[src/rtl/dmux_route_ctrl.sv]
// Burst router: accepts a (destination, length) command, then passes cmd_len+1
// beats from the upstream stream to m0 or m1 with zero latency.
module dmux_route_ctrl #(
   parameter int DATA_WIDTH = 32,
   parameter int LEN_WIDTH  = 8
) (
   input  logic                  clk,
   input  logic                  rst,
   input  logic                  cmd_valid,
   output logic                  cmd_ready,
   input  logic                  cmd_dst,
   input  logic [LEN_WIDTH-1:0]  cmd_len,
   input  logic                  s_valid,
   output logic                  s_ready,
   input  logic                  s_last,
   input  logic [DATA_WIDTH-1:0] s_data,
   output logic                  m0_valid,
   input  logic                  m0_ready,
   output logic                  m0_last,
   output logic [DATA_WIDTH-1:0] m0_data,
   output logic                  m1_valid,
   input  logic                  m1_ready,
   output logic                  m1_last,
   output logic [DATA_WIDTH-1:0] m1_data,
   output logic                  sel,
   output logic                  busy,
   output logic                  len_err,
   output logic                  dbg_state_o
);

   // Handshakes: a beat moves on a cycle where valid && ready are both high;
   // valid never waits on ready, and ready may depend combinationally on valid.
   typedef enum logic {
      IDLE  = 1'b0,
      ROUTE = 1'b1
   } state_e;

   state_e               state_q;
   logic [LEN_WIDTH-1:0] cnt_q;
   logic                 dst_q;
   logic                 sel_q;
   logic                 len_err_q;

   logic route;
   logic last_beat;
   logic xfer;
   logic len_err_d;
   logic to_m0;
   logic to_m1;

   assign route     = (state_q == ROUTE);
   assign last_beat = (cnt_q == '0);
   assign to_m0     = route && !dst_q;
   assign to_m1     = route && dst_q;

   assign s_ready   = (to_m0 && m0_ready) || (to_m1 && m1_ready);
   assign xfer      = s_valid && s_ready;
   assign len_err_d = xfer && (s_last != last_beat);

   assign m0_valid  = to_m0 && s_valid;
   assign m0_last   = to_m0 && last_beat;
   assign m0_data   = to_m0 ? s_data : '0;
   assign m1_valid  = to_m1 && s_valid;
   assign m1_last   = to_m1 && last_beat;
   assign m1_data   = to_m1 ? s_data : '0;

   assign cmd_ready   = !route;
   assign busy        = route;
   assign sel         = sel_q;
   assign len_err     = len_err_q;
   assign dbg_state_o = state_q;

   // s_last only feeds the error flag; the burst length comes from the counter.
   always_ff @(posedge clk) begin
      if (rst) begin
         state_q   <= IDLE;
         cnt_q     <= '0;
         dst_q     <= 1'b0;
         sel_q     <= 1'b0;
         len_err_q <= 1'b0;
      end else begin
         len_err_q <= len_err_d;
         case (state_q)
            IDLE: begin
               if (cmd_valid) begin
                  dst_q   <= cmd_dst;
                  cnt_q   <= cmd_len;
                  sel_q   <= cmd_dst;
                  state_q <= ROUTE;
               end
            end
            ROUTE: begin
               if (xfer) begin
                  if (last_beat) begin
                     state_q <= IDLE;
                  end else begin
                     cnt_q <= cnt_q - 1'b1;
                  end
               end
            end
            default: state_q <= IDLE;
         endcase
      end
   end

endmodule

[config.mk]
export PLATFORM = sky130hd
export DESIGN_NAME = dmux_route_ctrl
export DESIGN_NICKNAME = d
export VERILOG_FILES = /design/src/rtl/dmux_route_ctrl.sv
export SDC_FILE = /design/constraint.sdc
export NUM_CORES = 1
export LEC_CHECK = 0
export CAP_MARGIN = 20
export CORE_MARGIN = 5
export CORE_UTILIZATION = 29
export CTS_BUF_LIST = sky130_fd_sc_hd__clkbuf_4
export DETAILED_ROUTE_END_ITERATION = 7
export PLACE_DENSITY = 0.92
export SYNTH_ARGS = -nofsm -noshare
export SYNTH_HDL_FRONTEND = slang
export SYNTH_SLANG_ARGS = --single-unit
export TNS_END_PERCENT = 10
[constraint.sdc]
create_clock -name clk -period 1.9 [get_ports clk]
set_clock_uncertainty 0.05 [all_clocks]
set_input_delay 0.475 -clock clk [delete_from_list [all_inputs] [get_ports clk]]
set_output_delay 0.475 -clock clk [all_outputs]
set_load 0.005 [all_outputs]
== Word level (Yosys, flattened, before mapping) ==
Index checks and enable logic that the tools add are counted.
Operators by class
  add/subtract/negate cells: 1
  bitwise logic cells: 1
  muxes and demuxes: 10
  reduce and logical (&&, ||, !) cells: 16
  equal/unequal tests: 4
Operator list (count)
  two-way mux 32 bit: 2
  two-way mux 8 bit: 3
  one-hot mux 8 bit (2 select lines): 1
  logical AND 1 bit: 10
  zero test 8 bit: 1
  subtractor 8 x 1 -> 8 bit (second input constant): 1
  inequality test 2 bit (second input constant): 2
  two-way mux 1 bit: 3
  AND reduction 3 bit: 1
  zero test 1 bit: 2
  inequality test 2 x 1 -> 1 bit (second input constant): 1
  one-hot mux 1 bit (2 select lines): 1
  AND reduction 2 bit: 1
  logical OR 1 bit: 1
  inequality test 1 bit: 1
  NOT 1 bit: 1
Word-level totals
  register bits after elaboration: 11
  input port bits: 48
  word-level logic and storage cells: 36

== Longest topological paths before layout ==
Gate-level depths: netlist (run 1).
  depth in word-level cells: 7
  mapped depth: 7
  depth with buffers taken out: 7

== Worst setup path before layout (run 1) ==
Ideal clock, no wire load.
  path type: flip-flop to output port
  start: reg state_q, in the netlist busy
  end: out m0_data[10]
  cell stages (with the launch flop): 6
  path slack: 172 ps
  arrival: 1203 ps
  data required time: 1375 ps
  buffers on the path: 2
  path through: dfxtp_1 buf_2 inv_1 nor2_1 clkbuf_1 and2_1
Between the ends
  cells in the longest elaborated chain, start to end: 2
RTL lines
  from (decl): RTL line 38  | state_e state_q;
  from (signal assigned): RTL line 76  | state_q <= IDLE;
  from (signal assigned): RTL line 89  | state_q <= ROUTE;
  from (signal assigned): RTL line 95  | state_q <= IDLE;
  logical AND 1 bit: RTL line 53  | assign to_m0 = route && !dst_q;
  two-way mux 32 bit: RTL line 62  | assign m0_data = to_m0 ? s_data : '0;
  to (decl): RTL line 20  | output logic [DATA_WIDTH-1:0] m0_data,
No other way between the ends.

== Worst setup path after layout (run 1) ==
  start: reg state_q, in the netlist busy
  end: out m0_data[28]
The elaborated chain is that of the path after synthesis.

==> key figures, run 1 <==
Setup path
  – Crit-path most repeated cell: buf_6
  – Slowest-stage cell, CP: dfxtp_4
  – CP endpoint kind: primary output
  – CP delay by family, top: buffers and inverters
  – CP Data Arrival Time: 1.43 ns
  – CP max stage delay: 0.39 ns
  – Bufs and invs on worst path: 5
  – Cell breakdown of the critical path: inv_4 > nor2_4 > buf_6 > buf_6 > buf_6 > and2_4 > buf_6
  – CP required: 1.37 ns
  – Worst setup SP type: flip-flop
  – WS Path Type: reg2out
  – Crit-path max FO: 4

Power and ir drop
  – Net Sw Power: 0.000396 W
  – PD cells: 412 nW/um2
  – Comb power frac: 0.615
  – Clock network power share: 0.154
  – Worst VDD drop: 0.343 mV
  – Sw frac: 0.335
  – Lkg Pwr: 1.49 nW
  – Reg power frac: 0.231
  – P_int: 0.000785 W

Floorplanning
  – Die area: 5330 um2
  – Overall die height: 73 um
  – Core area: 3910 um2
  – Row cnt: 23
  – Chip width: 73 um
  – Initial Utilization: 0.294
  – Io pins: 122

Final layout
  – Most common cell after layout, fill and taps aside: clkdlybuf4s50_1
  – Area grow syn2layout: 149%
  – Fin util: 0.732
  – Fraction of layout cells with a size suffix above 1: 0.375
  – Finished Cell Area: 2870 um2
  – ANT cells: 0
  – Commonest cells after routing, fill and taps aside: clkdlybuf4s50_1, and3_1, buf_6
  – # nets final: 376

Timing
  – Fin Hold WS: 0.463 ns
  – Worst Tran Pin Value: 0.359 ns
  – RSZ-0062 raised after global routing: yes
  – Period utilisation layout: 1.03
  – Slew Viols, Final: 0
  – Relative slew margins: 0.759
  – Post-route worst setup slack: -0.0541 ns
  – Tmin final: 1.95 ns
  – # setup viols final: 24
  – Final Hold Viols: 0
  – FMAX: 512 MHz

Global routing
  – GR Util All Layers: 0.209
  – Vias in the first global route: 1717
  – Initial antenna violation count: 0
  – Largest net degree at the start of global routing: 38
  – First-pass GRT wire length: 8.70 mm
  – Grt ovf: 0

Synthesis
  – Synthesized cell area: 1150 um2
  – Syn. warnings: 0
  – Post-Syn Nets: 217
  – Post-synth cell types: 31
  – Post-synth EDFFs: 0
  – Syn Area/Cell: 6.89 um2
  – Async SR Flop Fraction: 0
  – Yosys reg bits: 11
  – Register area share after synthesis: 0.191
  – Mapped Cells: 167
  – Ys flop type: dfxtp_1

Clock network
  – Maximum clock path buffer count: 2
  – CTS tree: yes
  – Worst-Skew Late Latency: 0.27 ns
  – Worst-path clk slew: 0.08 ns
  – CTS Sinks: 11
  – Hold Buf Count CTS: 0
  – CTS root buf: clkbuf_4
  – Total CTS buffers: 3
  – CTS H-tree depth: 1

Place
  – Post-DP HPWL: 4.23 mm
  – Final Wtd Congestion: 0.809
  – Port Buf Inserts: 121
  – Total placed instance area: 2520 um2

Routing
  – Initial DRC Count: 52
  – First drt pass iteration count: 4
  – ANT nets after route: 0
  – Vias: 1833
  – DRC: 0
  – Vias per std cell: 4.89
  – Wire per inst: 16.9 um
  – DRT Wirelength: 6.35 mm

Status
  – Status: finished, violations left
  – Failing checks: setup timing

Job
  – Max-cap violations: 0

Worst hold path
  – HP Class: reg2reg
logic make-up (layout without fill, tap and decap cells):
kind of cell               count (synthesis)  in the layout  synth area share
DFF                                       11             11             0.191
adders and majority gates                  2              2            0.0217
and+or+nand+nor                          107            107             0.530
xor gates and xnor gates                   2              2            0.0152
AOI/OAI and AO/OA                         23             23             0.142
buffers and inverters                     19            177            0.0728
muxes                                      3              3            0.0261
timing repair:
item | in CTS | in global routing
cloned | 3 | 2
buffers inserted | 12 | 11
endpoints found under the setup margin | 73 | 53
gates resized for setup | 186 | 89
pin swaps | 8 | 11
endpoints found under the hold margin | 0 | 0
final timing paths:
check,startpoint,end,slack [ns],cells past startpoint
hold / removal,cnt_q[6]$_SDFFE_PP0P_,cnt_q[6]$_SDFFE_PP0P_,0.46,2
setup reg to reg,cnt_q[4]$_SDFFE_PP0P_,cnt_q[5]$_SDFFE_PP0P_,0.05,8
setup / recovery,busy$_SDFF_PP0_,m0_data[28],-0.05,7
hold reg to reg,cnt_q[6]$_SDFFE_PP0P_,cnt_q[6]$_SDFFE_PP0P_,0.46,2
power by group through the flow:
| stage | sequential (W) | clock [W] | combinational [W] |
|---|---|---|---|
| CTS | 0.000271 | 0.000180 | 0.000622 |
| global route | 0.000275 | 0.000197 | 0.000780 |
| global placement | 0.000269 | 0 | 0.000561 |
| finish | 0.000273 | 0.000182 | 0.000726 |
| detailed placement | 0.000271 | 0 | 0.000576 |
| floorplan | 0.000274 | 0 | 0.000238 |
synthesized netlist by cell type, types with 3 or more instances:
library cell  number  share of area
nand2_1            8          0.026
mux2i_1            3          0.026
nor3_1             7          0.030
and2_1            33           0.18
inv_1              3         0.0098
a21oi_2            4          0.030
a21oi_1            7          0.030
and3_1            33           0.18
o21ai_1            5          0.022
clkbuf_1          11          0.036
nor2_1            15          0.049
dfxtp_1           11           0.19
final cells by class:
type                       count  area [um2]
clock buffer                   4        30.0
multi-input combinational    137         908
timing repair buffer         170        1620
tap                           50        62.6
inverter                       3        13.8
sequential                    11         229
fill                         297        1050
per-stage QoR:
stage | cells | TNS (ns) | worst slack [ns] | power [W]
finish | 375 | -0.613 | -0.0541 | 0.00118
global route | 375 | -2.48 | -0.115 | 0.00125
CTS | 363 | -1.27 | -0.183 | 0.00107
detailed placement | 344 | -15.39 | -0.270 | 0.000846
global placement | 344 | -14.27 | -0.252 | 0.000830
floorplan | 167 | 0 | 0.172 | 0.000512
worst reg2reg max path, cell delays in order (launching register included):
cell and delay (ns):
dfxtp_2 0.34, nor4_4 0.30, nand3_2 0.13, buf_6 0.14
buf_4 0.14, a31oi_4 0.31, buf_6 0.17, o21ai_1 0.08
a21oi_2 0.13
state kept, by name, indices dropped and copies added (netlist names):
register and cells:
sel 1, busy 1, cnt_q 8, len_err 1
per-layer routing:
metal | vias to the layer above | global-route usage | part of all wire
met4 | 0 | 0.0943 | 0.020
met2 | 87 | 0.387 | 0.56
li1 | 894 | - | -
met3 | 10 | 0.0275 | 0.063
met5 | - | 0 | 0
met1 | 842 | 0.233 | 0.36
No activity file was read; power rests on OpenSTA's default activity.
==> inputs of run 2 (changes only) <==
--- a/config.mk
+++ b/config.mk
@@ -5,7 +5,7 @@
 export SDC_FILE = /design/constraint.sdc
 export NUM_CORES = 1
 export LEC_CHECK = 0
-export CAP_MARGIN = 20
+export CAP_MARGIN = 25
 export CORE_MARGIN = 5
 export CORE_UTILIZATION = 29
 export CTS_BUF_LIST = sky130_fd_sc_hd__clkbuf_4
==> results of run 2 <==
No change in the layout: final DEF, timing and power equal those of run 1.
